### config.mk
export PLATFORM = sky130hd
export DESIGN_NAME = mem_port_arbiter
export DESIGN_NICKNAME = d
export VERILOG_FILES = /design/src/rtl/mem_port_arbiter.sv
export SDC_FILE = /design/constraint.sdc
export NUM_CORES = 1
export LEC_CHECK = 0
export ABC_AREA = 1
export ABC_CLOCK_PERIOD_IN_PS = 3070
export BUFFER_PORTS_ARGS = -buffer_cell sky130_fd_sc_hd__clkbuf_2
export CORE_AREA = 5 5 130 132
export DETAILED_ROUTE_END_ITERATION = 8
export DIE_AREA = 0 0 135 137
export GPL_ROUTABILITY_DRIVEN = 0
export PLACE_DENSITY = 0.71
export REMOVE_ABC_BUFFERS = 1
export SLEW_MARGIN = 25
export SYNTH_ARGS = -nofsm -noshare
export SYNTH_HDL_FRONTEND = slang
export SYNTH_SLANG_ARGS = --single-unit
### constraint.sdc
create_clock -name clk -period 3.07 [get_ports clk]
set_clock_uncertainty 0.2 [all_clocks]
set_input_delay 0.4605 -clock clk [delete_from_list [all_inputs] [get_ports clk]]
set_output_delay 0.4605 -clock clk [all_outputs]
set_load 0.05 [all_outputs]
### src/rtl/mem_port_arbiter.sv
// Round-robin arbiter sharing one data-memory port among several pipelined
// cores. One load or store is granted per cycle; losers are held with a stall
// level, a combined store+load is split store-first, and load data is routed
// back to its issuer through a latency-matched tag pipe. A drain mode lets the
// port be quiesced before halt.
module mem_port_arbiter #(
  parameter int NUM_CORES   = 4,
  parameter int MEM_LATENCY = 2,
  parameter int STALL_LEVEL = 6
) (
  input  logic                     clk,
  input  logic                     rst_n,
  input  logic [16*NUM_CORES-1:0]  core_raddr,
  input  logic [NUM_CORES-1:0]     core_wen,
  input  logic [15*NUM_CORES-1:0]  core_waddr,
  input  logic [16*NUM_CORES-1:0]  core_wdata,
  output logic [17*NUM_CORES-1:0]  core_rdata,
  output logic [3*NUM_CORES-1:0]   core_stall,
  output logic [15:0]              mem_raddr,
  input  logic [16:0]              mem_rdata,
  output logic                     mem_wen,
  output logic [14:0]              mem_waddr,
  output logic [15:0]              mem_wdata,
  input  logic                     drain_req,
  output logic                     drained
);

  localparam int ID_W = (NUM_CORES > 1) ? $clog2(NUM_CORES) : 1;
  localparam logic [2:0] STALL = 3'(STALL_LEVEL);

  typedef enum logic [1:0] {RUN, DRAIN, DRAINED} state_t;

  state_t state, state_n;

  logic [ID_W-1:0] rr_ptr, rr_n;
  logic [ID_W-1:0] wd_id, wd_id_n;
  logic            write_done, wd_n;
  logic [ID_W-1:0] winner;
  logic            found;
  logic            push;
  logic [ID_W-1:0] push_id;

  logic [NUM_CORES-1:0] req;
  logic [NUM_CORES-1:0] rd_req;
  logic [15:0]          raddr_a [NUM_CORES];
  logic [14:0]          waddr_a [NUM_CORES];
  logic [15:0]          wdata_a [NUM_CORES];
  logic [2:0]           stall_a [NUM_CORES];

  // Tag pipe: index 0 is written on a read grant, the last entry is the head
  // that lines up with mem_rdata MEM_LATENCY cycles after the grant.
  logic [MEM_LATENCY-1:0] tag_v;
  logic [ID_W-1:0]        tag_id [MEM_LATENCY];

  logic            head_v;
  logic [ID_W-1:0] head_id;
  logic            pipe_empty;

  assign head_v     = tag_v[MEM_LATENCY-1];
  assign head_id    = tag_id[MEM_LATENCY-1];
  assign pipe_empty = (tag_v == '0);

  function automatic logic [ID_W-1:0] next_ptr(input logic [ID_W-1:0] p);
    next_ptr = (p == ID_W'(NUM_CORES - 1)) ? '0 : p + 1'b1;
  endfunction

  // Unpack the flat per-core buses and derive each core's request.
  always_comb begin
    for (int i = 0; i < NUM_CORES; i++) begin
      raddr_a[i] = core_raddr[16*i +: 16];
      waddr_a[i] = core_waddr[15*i +: 15];
      wdata_a[i] = core_wdata[16*i +: 16];
      rd_req[i]  = core_raddr[16*i + 15];
      req[i]     = core_wen[i] | core_raddr[16*i + 15];
    end
  end

  // Round-robin search starting at rr_ptr, wrapping modulo NUM_CORES.
  always_comb begin
    int idx;
    found  = 1'b0;
    winner = '0;
    idx    = 0;
    for (int k = 0; k < NUM_CORES; k++) begin
      idx = int'(rr_ptr) + k;
      if (idx >= NUM_CORES) idx = idx - NUM_CORES;
      if (!found && req[ID_W'(idx)]) begin
        found  = 1'b1;
        winner = ID_W'(idx);
      end
    end
  end

  // Grant decision, memory-port drive, stall levels and FSM next state.
  always_comb begin
    state_n   = state;
    rr_n      = rr_ptr;
    wd_n      = write_done;
    wd_id_n   = wd_id;
    push      = 1'b0;
    push_id   = '0;
    mem_wen   = 1'b0;
    mem_waddr = '0;
    mem_wdata = '0;
    mem_raddr = '0;
    drained   = 1'b0;
    for (int i = 0; i < NUM_CORES; i++) begin
      stall_a[i] = req[i] ? STALL : 3'd0;
    end

    if (!rst_n) begin
      for (int i = 0; i < NUM_CORES; i++) begin
        stall_a[i] = STALL;
      end
    end else begin
      drained = (state == DRAINED);

      if (write_done) begin
        // Second half of a store-first split: the read jumps the rr order
        // and is allowed even while draining.
        mem_raddr        = raddr_a[wd_id];
        push             = rd_req[wd_id];
        push_id          = wd_id;
        stall_a[wd_id]   = 3'd0;
        rr_n             = next_ptr(wd_id);
        wd_n             = 1'b0;
      end else if (state == RUN && !drain_req && found) begin
        if (core_wen[winner] && rd_req[winner]) begin
          // Store now, keep the core stalled so it holds its read for next cycle.
          mem_wen         = 1'b1;
          mem_waddr       = waddr_a[winner];
          mem_wdata       = wdata_a[winner];
          stall_a[winner] = STALL;
          wd_n            = 1'b1;
          wd_id_n         = winner;
        end else begin
          if (core_wen[winner]) begin
            mem_wen   = 1'b1;
            mem_waddr = waddr_a[winner];
            mem_wdata = wdata_a[winner];
          end
          if (rd_req[winner]) begin
            mem_raddr = raddr_a[winner];
            push      = 1'b1;
            push_id   = winner;
          end
          stall_a[winner] = 3'd0;
          rr_n            = next_ptr(winner);
        end
      end

      case (state)
        RUN:     if (drain_req) state_n = DRAIN;
        DRAIN:   if (pipe_empty && !write_done) state_n = DRAINED;
        DRAINED: if (!drain_req) state_n = RUN;
        default: state_n = RUN;
      endcase
    end
  end

  // Pack stall levels onto the flat output bus.
  always_comb begin
    core_stall = '0;
    for (int i = 0; i < NUM_CORES; i++) begin
      core_stall[3*i +: 3] = stall_a[i];
    end
  end

  // Route returning memory data to the core named by the head tag only.
  always_comb begin
    core_rdata = '0;
    for (int i = 0; i < NUM_CORES; i++) begin
      if (rst_n && head_v && head_id == ID_W'(i)) begin
        core_rdata[17*i +: 17] = mem_rdata;
      end
    end
  end

  // State, round-robin pointer, split flag and tag pipe registers.
  always_ff @(posedge clk) begin
    if (!rst_n) begin
      state      <= RUN;
      rr_ptr     <= '0;
      write_done <= 1'b0;
      wd_id      <= '0;
      tag_v      <= '0;
      for (int i = 0; i < MEM_LATENCY; i++) begin
        tag_id[i] <= '0;
      end
    end else begin
      state      <= state_n;
      rr_ptr     <= rr_n;
      write_done <= wd_n;
      wd_id      <= wd_id_n;
      tag_v[0]   <= push;
      tag_id[0]  <= push_id;
      for (int i = 1; i < MEM_LATENCY; i++) begin
        tag_v[i]  <= tag_v[i-1];
        tag_id[i] <= tag_id[i-1];
      end
    end
  end

endmodule

==> metrics <==
Mapped Avg Cell Area 5.02 um2; share of layout cells above drive strength 1 0.492; number of global-route vias before repair 6,283; Avg WL per Cell 16.1 um; crit path kind in -> out; first-pass GRT wire length 31,900 um; CP Capture Type primary output; Final nets 1,356; vias per cell 4.90; Final setup viols 56; Clock transition at path regs 0.04 ns; Final min period 3.36 ns; Remaining DRCs 0; fin. max-slew vios 0; die height 137 um; hold_sp tag_id[0][1]; PortBufs 336; P per Cell Area 768 nW/um2; worst-margin pin slew 0.769 ns; Critical Path RT 2.41 ns; area grow syn2layout 102%; most frequent CP cell nand2_1; Relative slew margins 0.486; CP max stage cell a21oi_4; EDFF count, synth 0; CP max FO 8; Yosys top cell by area nand2_1; Bufs and invs on worst path 5; sequential area share after synthesis 0.0674; H-tree Lvls 1; Num CTS Buffers 3; dominant cells by area after synthesis nand2_1, nand3_1, nor2_1; Yosys reg bits 13; most frequent cells after synthesis nand2_1, nor2_1, nand3_1, a21oi_1, inv_1; top-count cell post-synth nand2_1; synth warn 0; CTS tree yes; Synth top area share 0.240; synthesized area 3860 um2; gr ovfl total 0; Cell Chain, Critical Path clkbuf_2 > nor2_4 > nand2_1 > nand2_1 > nand2_1 > nand2_1 > nand2_2 > nand2_1 > nand2_2 > buf_4 > nand4_1 > nand3_1 > nand2_2 > nand2_4 > nor2_8 > buf_12 > buf_16 > nand3_2 > a21oi_4 > buf_12; routed wire length 21,700 um; Top FF cell, synth dfxtp_1; n_diodes 0; maximum vdd drop 456 uV; worst-skew pair later-pin latency 0.24 ns; die width 135 um; Placement Cell Area 6750 um2; failing checks negative setup slack; CP delay by family, top simple AND/OR/NAND/NOR gates; drt first pass iters 5; hold crit path type reg -> reg; Hold Fails Final Rpt 0; LEAKAGE 0.00397 uW; worst flop-to-flop path startpoint rr_ptr[0]; FF-to-FF setup slack 0.49 ns; fin crit share 1.09; CP startpoint kind input port; Max-Cap Viols 0; CP arrival 2.70 ns; status complete, but fails checks; Boundary Pins 341; Worst Setup Slack, final -0.289 ns; Starting DRT DRC Count 399; row count 46; Core Region 15,600 um2; Overall Global Routing Usage 0.212; die area 18,500 um2; Synth Instances 768; Pwr Total 6000 uW; Post-synth ARST share 0; antenna violations before repair 1; synth unique cells 36; Worst path max stage delay 0.18 ns; CTS Buffer Depth 2; Vias 6,617; initial core utilization 0.247; HPWL after DPL 16,100 um; timing-limited maximum frequency 0.298 GHz; final instance area 7800 um2; RSZ-0062 raised after global routing true; Antenna Nets Post-Route 0; CP startpoint core_wen[0]; Root Buffer clkbuf_16; largest net degree at the start of global routing 53; Clock Sinks 13
==> placed cells by master (no fill, tap or decap), types with 4 or more instances in the layout <==
| cell type | n |
|---|---|
| conb_1 | 4 |
| a21oi_2 | 34 |
| clkbuf_2 | 280 |
| nor2_4 | 6 |
| nand3_4 | 5 |
| nor3_1 | 5 |
| nor2_1 | 110 |
| nand3_1 | 74 |
| buf_6 | 8 |
| dfxtp_1 | 11 |
| nand2_2 | 26 |
| buf_12 | 57 |
| ha_1 | 8 |
| nand4_1 | 4 |
| clkbuf_16 | 4 |
| a21oi_1 | 43 |
| buf_4 | 56 |
| a21oi_4 | 11 |
| o22ai_1 | 17 |
| nand3_2 | 22 |
| buf_8 | 15 |
| inv_1 | 40 |
| inv_2 | 5 |
| nand2_1 | 223 |
| nand2_4 | 7 |
| o21ai_0 | 33 |
==> final timing paths <==
path	to	cells after the start
max reg2reg	tag_id[0][1]	18
min	tag_id[0][3]	2
min reg2reg	tag_id[0][3]	2
max	mem_raddr[13]	20
==> stage by stage <==
stage / hold slack (ns) / utilization / worst slack (ns) / setup TNS, ns / instances
6_report: 0.219 / 0.500 / -0.289 / -11.21 / 1351
5_1_grt: 0.252 / 0.500 / -0.409 / -17.25 / 1351
4_1_cts: 0.220 / 0.484 / -0.236 / -9.12 / 1346
3_5_place_dp: 0.205 / 0.433 / -0.280 / -11.30 / 1324
3_3_place_gp: 0.207 / 0.433 / -0.210 / -7.17 / 1324
2_1_floorplan: 0.190 / - / -2.12 / -104.80 / 710
==> metal layers <==
metal  track usage  part of all wire
met1         0.241              0.37
met2         0.402              0.50
met3        0.0515              0.10
met4        0.0414             0.022
met5             0           0.00060
==> state kept, by name (all words and copies together) (netlist names) <==
signal	cells
tag_id	4
rr_ptr	2
state	2
tag_v	2
wd_id	2
write_done	1
==> tightest hold or removal path: stages (launching register included) <==
cell and delay [ns]:
dfxtp_1 0.30, nand2_1 0.05, inv_1 0.04
==> area by class of cell <==
| class | count | area (um2) |
|---|---|---|
| Multi-Input combinational cell | 648 | 3560 |
| Sequential cell | 13 | 265 |
| Inverter | 49 | 201 |
| Clock buffer | 4 | 78.8 |
| Tap cell | 216 | 270 |
| Fill cell | 1534 | 7790 |
| Timing Repair Buffer | 421 | 3420 |
==> kinds of logic (layout without fill, tap and decap cells) <==
logic type      count (synthesis)  count (layout)  share of synthesized area
compound gates                148             148                      0.211
other cells                     1               4                   0.000972
simple gates                  488             488                      0.566
buf+inv                       110             474                      0.128
fa+ha+maj                       8               8                     0.0259
flops                          13              13                     0.0674
==> timing repair <==
| item | CTS | global route |
|---|---|---|
| hold buffers | 0 | 0 |
| hold endpoints to repair | 0 | 0 |
| buffers inserted | 15 | 5 |
| resized for setup | 118 | 57 |
| pin swaps | 19 | 17 |
| setup endpoints to repair | 56 | 56 |
| cloned | 5 | 1 |
==> where the power goes <==
| group | switching, uW | internal (uW) | total (uW) |
|---|---|---|---|
| registers | 40.0 | 209 | 249 |
| clock network | 69.2 | 175 | 244 |
| logic | 3190 | 2310 | 5500 |
Note: power is estimated with default switching activity, not from simulation.
